`src/rtl/mem_arb_proxy.sv`:
```
// Round-robin N-port memory proxy: each stage's request is issued downstream exactly once
// and its response/rdata is held until that stage's pipe_load.
module mem_arb_proxy #(
    parameter int NUM_PORTS  = 2,
    parameter int DATA_WIDTH = 32,
    parameter int ADDR_WIDTH = 32
) (
    input  logic                              clk,
    input  logic                              rst,
    input  logic [NUM_PORTS-1:0]              port_read,
    input  logic [NUM_PORTS-1:0]              port_write,
    input  logic [NUM_PORTS*ADDR_WIDTH-1:0]   port_addr,
    input  logic [NUM_PORTS*DATA_WIDTH-1:0]   port_wdata,
    input  logic [NUM_PORTS*DATA_WIDTH/8-1:0] port_wmask,
    input  logic [NUM_PORTS-1:0]              pipe_load,
    output logic [NUM_PORTS-1:0]              port_resp,
    output logic [NUM_PORTS*DATA_WIDTH-1:0]   port_rdata,
    output logic                              mem_read,
    output logic                              mem_write,
    output logic [ADDR_WIDTH-1:0]             mem_address,
    output logic [DATA_WIDTH-1:0]             mem_wdata,
    output logic [DATA_WIDTH/8-1:0]           mem_byte_enable,
    input  logic                              mem_resp,
    input  logic [DATA_WIDTH-1:0]             mem_rdata
);

    localparam int BW = DATA_WIDTH / 8;
    localparam int GW = (NUM_PORTS > 1) ? $clog2(NUM_PORTS) : 1;

    typedef enum logic {IDLE, BUSY} state_t;

    state_t                 state_q, state_d;
    logic [GW-1:0]          grant_q, grant_d;
    logic [GW-1:0]          rr_q, rr_d;
    logic [NUM_PORTS-1:0]   done_q, done_d;
    logic [DATA_WIDTH-1:0]  stored_q [NUM_PORTS];
    logic [NUM_PORTS-1:0]   pending;
    logic [GW-1:0]          pick;
    logic                   found;
    logic                   hit;

    // A completed access stays masked until its stage advances.
    assign pending = (port_read | port_write) & ~done_q;
    assign hit     = (state_q == BUSY) && mem_resp;

    // NOTE: every always_comb output gets a default first so no path leaves it unassigned and infers a latch.
    always_comb begin
        pick  = rr_q;
        found = 1'b0;
        for (int k = 0; k < NUM_PORTS; k++) begin
            if (!found && pending[(int'(rr_q) + k) % NUM_PORTS]) begin
                found = 1'b1;
                pick  = GW'((int'(rr_q) + k) % NUM_PORTS);
            end
        end
    end

    always_comb begin
        state_d = state_q;
        grant_d = grant_q;
        rr_d    = rr_q;
        done_d  = done_q & ~pipe_load;
        unique case (state_q)
            IDLE: begin
                if (found) begin
                    grant_d = pick;
                    state_d = BUSY;
                end
            end
            BUSY: begin
                if (mem_resp) begin
                    // pipe_load in the response cycle means the stage consumes the data live.
                    if (!pipe_load[grant_q]) done_d[grant_q] = 1'b1;
                    rr_d    = (grant_q == GW'(NUM_PORTS - 1)) ? '0 : grant_q + 1'b1;
                    state_d = IDLE;
                end
            end
        endcase
    end

    always_comb begin
        mem_read        = 1'b0;
        mem_write       = 1'b0;
        mem_address     = '0;
        mem_wdata       = '0;
        mem_byte_enable = '0;
        if (state_q == BUSY) begin
            mem_write       = port_write[grant_q];
            mem_read        = port_read[grant_q] & ~port_write[grant_q];
            mem_address     = port_addr[grant_q*ADDR_WIDTH +: ADDR_WIDTH];
            mem_wdata       = port_wdata[grant_q*DATA_WIDTH +: DATA_WIDTH];
            mem_byte_enable = port_wmask[grant_q*BW +: BW];
        end
    end

    always_comb begin
        for (int i = 0; i < NUM_PORTS; i++) begin
            port_resp[i] = done_q[i] | (hit && grant_q == GW'(i));
            port_rdata[i*DATA_WIDTH +: DATA_WIDTH] = (hit && grant_q == GW'(i)) ? mem_rdata : stored_q[i];
        end
    end

    // NOTE: state registers use non-blocking assignments so every flop samples pre-edge values.
    always_ff @(posedge clk) begin
        if (rst) begin
            state_q <= IDLE;
            grant_q <= '0;
            rr_q    <= '0;
            done_q  <= '0;
            // NOTE: the small rdata store is reset because port_rdata exposes it directly after reset.
            for (int i = 0; i < NUM_PORTS; i++) stored_q[i] <= '0;
        end else begin
            state_q <= state_d;
            grant_q <= grant_d;
            rr_q    <= rr_d;
            done_q  <= done_d;
            if (hit) stored_q[grant_q] <= mem_rdata;
        end
    end

    // A granted stage must hold its request until the downstream response arrives.
    assert property (@(posedge clk) disable iff (rst)
        (state_q == BUSY) |-> (port_read[grant_q] | port_write[grant_q]));

endmodule

```
`config.mk`:
```
export PLATFORM = sky130hd
export DESIGN_NAME = mem_arb_proxy
export DESIGN_NICKNAME = d
export VERILOG_FILES = /design/src/rtl/mem_arb_proxy.sv
export SDC_FILE = /design/constraint.sdc
export NUM_CORES = 1
export LEC_CHECK = 0
export ABC_AREA = 1
export BUFFER_PORTS_ARGS = -buffer_cell sky130_fd_sc_hd__clkbuf_2
export CAP_MARGIN = 20
export CORE_AREA = 10 10 112 114
export DETAILED_ROUTE_END_ITERATION = 8
export DIE_AREA = 0 0 122 124
export GPL_TIMING_DRIVEN = 1
export PLACE_DENSITY = 0.82
export RECOVER_POWER = 25
export SYNTH_ARGS = -nofsm -noshare
export SYNTH_HDL_FRONTEND = slang
export SYNTH_SLANG_ARGS = --single-unit
```
`constraint.sdc`:
```
create_clock -name clk -period 4 [get_ports clk]
set_input_delay 1 -clock clk [delete_from_list [all_inputs] [get_ports clk]]
set_output_delay 1 -clock clk [all_outputs]
set_load 0.05 [all_outputs]
```
==> flow_summary.json <==
{
  "status": "complete, but fails checks",
  "violations": "capacitance limit, slew limit",
  "nFillCells": 989,
  "numCtsBuffers": 9,
  "power_switching_uw": 981,
  "min_to": "rr_q",
  "p_comb_share_pct": 38.9,
  "grt_max_degree": 75,
  "cts_max_level": 3,
  "critPathArrivalTime_ps": 2380,
  "hold_viol": 0,
  "crit-reg2reg-capture": "stored_q[1][8]",
  "ff2ff_setup_slack_ps": 1060,
  "synth_nets": 760,
  "end_kind": "output port",
  "cts.clk_slew.worst_paths_ps": 70,
  "ys_ff_latch": 69,
  "cp-start-kind": "flop",
  "rsz0062_at_grt": "false",
  "dr.pass1.iters": 6,
  "slew_viol_final": 66,
  "p_sw_share_pct": 41.3,
  "avgViaCountPerCell": 4.80,
  "die-area_sq_um": 15100,
  "power.internal_uw": 1390,
  "track_usage_pct": 22.8,
  "syn_area_sq_um": 4310,
  "ys.warnings.count": 0,
  "cts-hold-fix-buffers": 0,
  "insertion_delay_ps": 340,
  "worstReg2RegStart": "grant_q",
  "finalWirelength_mm": 19.0,
  "syn-mean-instance-area_sq_um": 7.40,
  "finalSetupViolCount": 0,
  "clockBufferDepth": 2,
  "path_max_fanout": 74,
  "area_growth_pct": 41.4,
  "num_vias": 4876,
  "clkPwrFrac_pct": 25.6,
  "worst_ep_required_time_ps": 3000,
  "drive_gt1_share_pct": 40.2,
  "grt_pass1_vias": 4535,
  "hold_path_startpoint": "rr_q",
  "min_period_ps": 3380,
  "root_buffer": "clkbuf_8",
  "grt_pass1_wl_mm": 26.2,
  "initial_utilization_pct": 42.2,
  "max_slew_margin_pct": -28.7,
  "final.setup.tns_ps": 0,
  "io_pins": 313,
  "synthDistinctLibCells": 19,
  "worstSetupPathType": "reg2out",
  "whs_path_depth": 2,
  "hold_path.class": "reg2reg",
  "io_buffers": 312,
  "tightest_slew_ps": 1930,
  "placedCellCount": 999,
  "worst-r2r-cell-count": 6,
  "grt-ovfl-total": 0,
  "synthCells": 583,
  "pre_cts_ws_ps": 851,
  "fin_nets": 1051,
  "cts_post_setup_buffers_inserted": 0,
  "p_leak_uw": 0.00330,
  "ant_nets": 0,
  "fmax_mhz": 296,
  "power_density_nw_per_um2": 390,
  "period_share_pct": 84.5,
  "gp_congestion": 0.907,
  "dp_hpwl_mm": 15.4,
  "core_area_sq_um": 10200,
  "cap_viol_max_count": 2,
  "die_h_um": 124,
  "drc": 0,
  "fin_skew_ps": 7.00,
  "ctsResizeCount": 0,
  "wl_per_cell_um": 18.7,
  "initialDrtViolationCount": 371,
  "synth_seq_area_share_pct": 46.9,
  "fp-row-count": 37,
  "seqPwrFrac_pct": 35.6,
  "die_x_um": 122,
  "ir_drop_mv": 0.150,
  "clock_sinks": 69,
  "finalWorstSetupSlack_ps": 621,
  "tritoncts": "done",
  "final_core_util_pct": 59.6,
  "antenna_found_initial": 1,
  "stdcell_count": 1016
}
## synth_stat cells, drive strengths merged
cell	number	share of area [%]
a21oi	71	8.2
buf	28	4.8
clkbuf	14	1.2
dfxtp	5	2.3
edfxtp	64	45
inv	46	4.0
nand2	210	18
nand3	3	0.35
nor2	72	6.4
nor3	2	0.23
nor3b	1	0.29
o211ai	1	0.17
o21ai	66	9.1
## how the worst max path moves through the flow
stage                  start  cells after the start              to
finish               grant_q                      7  port_rdata[26]
detailed placement  mem_resp                      8  port_rdata[26]
floorplan           mem_resp                      5  port_rdata[24]
global route         grant_q                      7  port_rdata[26]
CTS                  grant_q                      7  port_rdata[26]
global placement    mem_resp                      8  port_rdata[26]
## metal layers
metal | global-route usage, % | up-vias | wire [um] | part of all wire [%]
li1 | - | 2470 | - | -
met1 | 23.9 | 2140 | 6240 | 33
met2 | 38.8 | 240 | 9730 | 51
met3 | 12.6 | 26 | 2650 | 14
met4 | 6.63 | 0 | 391 | 2.1
met5 | 0 | - | 0 | 0
## power groups by stage
stage | combinational, uW | sequential [uW] | clock, uW
3_5_place_dp | 931 | 861 | 0
4_1_cts | 934 | 845 | 616
2_1_floorplan | 658 | 858 | 0
3_3_place_gp | 925 | 860 | 0
5_1_grt | 986 | 849 | 651
6_report | 923 | 845 | 607
## kinds of logic after synthesis
logic type | after synthesis | share of synthesized area (%)
compound gates | 138 | 17.5
buf+inv | 88 | 10.1
flops | 69 | 46.9
simple gates | 288 | 25.6
## area by class of cell
type	count	area (sq um)	area share [%]
Antenna cell	1	2.50	0.0410
Clock inverter	7	90.1	1.48
Inverter	46	173	2.83
Tap cell	136	170	2.79
Multi-Input combinational cell	426	1850	30.4
Clock buffer	9	124	2.03
Timing Repair Buffer	322	1660	27.3
Sequential cell	69	2020	33.2
## critical path, cell delays in order (launching register included)
cell      delay [ps]
dfxtp_1          340
buf_4            570
nor2_1           200
inv_2            110
buf_12           270
nand2_1           80
o21ai_0          100
clkbuf_2         330
## registers in the layout (all words and copies together) (netlist names)
name      cells
grant_q       1
state_q       1
rr_q          1
done_q        2
stored_q     64
## metrics by stage
stage	power [uW]	area (sq um)	hold WS (ps)
detailed placement	1790	5900	470
floorplan	1520	4310	432
global route	2490	6100	500
global placement	1790	5900	463
CTS	2390	6110	489
finish	2380	6100	480
## layout by cell type, fill, tap and decap left out
cell type    n
clkbuf_2   310
nand2_1    210
a21oi_1     71
nor2_1      71
edfxtp_1    64
inv_1       43
o21ai_0     27
o21ai_1     23
o21ai_2     16
clkbuf_8     9
dfxtp_1      5
buf_4        5
clkbuf_1     4
inv_2        3
nand3_1      3
buf_12       3
nor3_1       2
clkinv_1     2
bufinv_16    2
clkinv_4     2
diode_2      1
nor2_2       1
nor3b_2      1
o211ai_1     1
clkinv_2     1
Note: power is estimated with default switching activity, not from simulation.
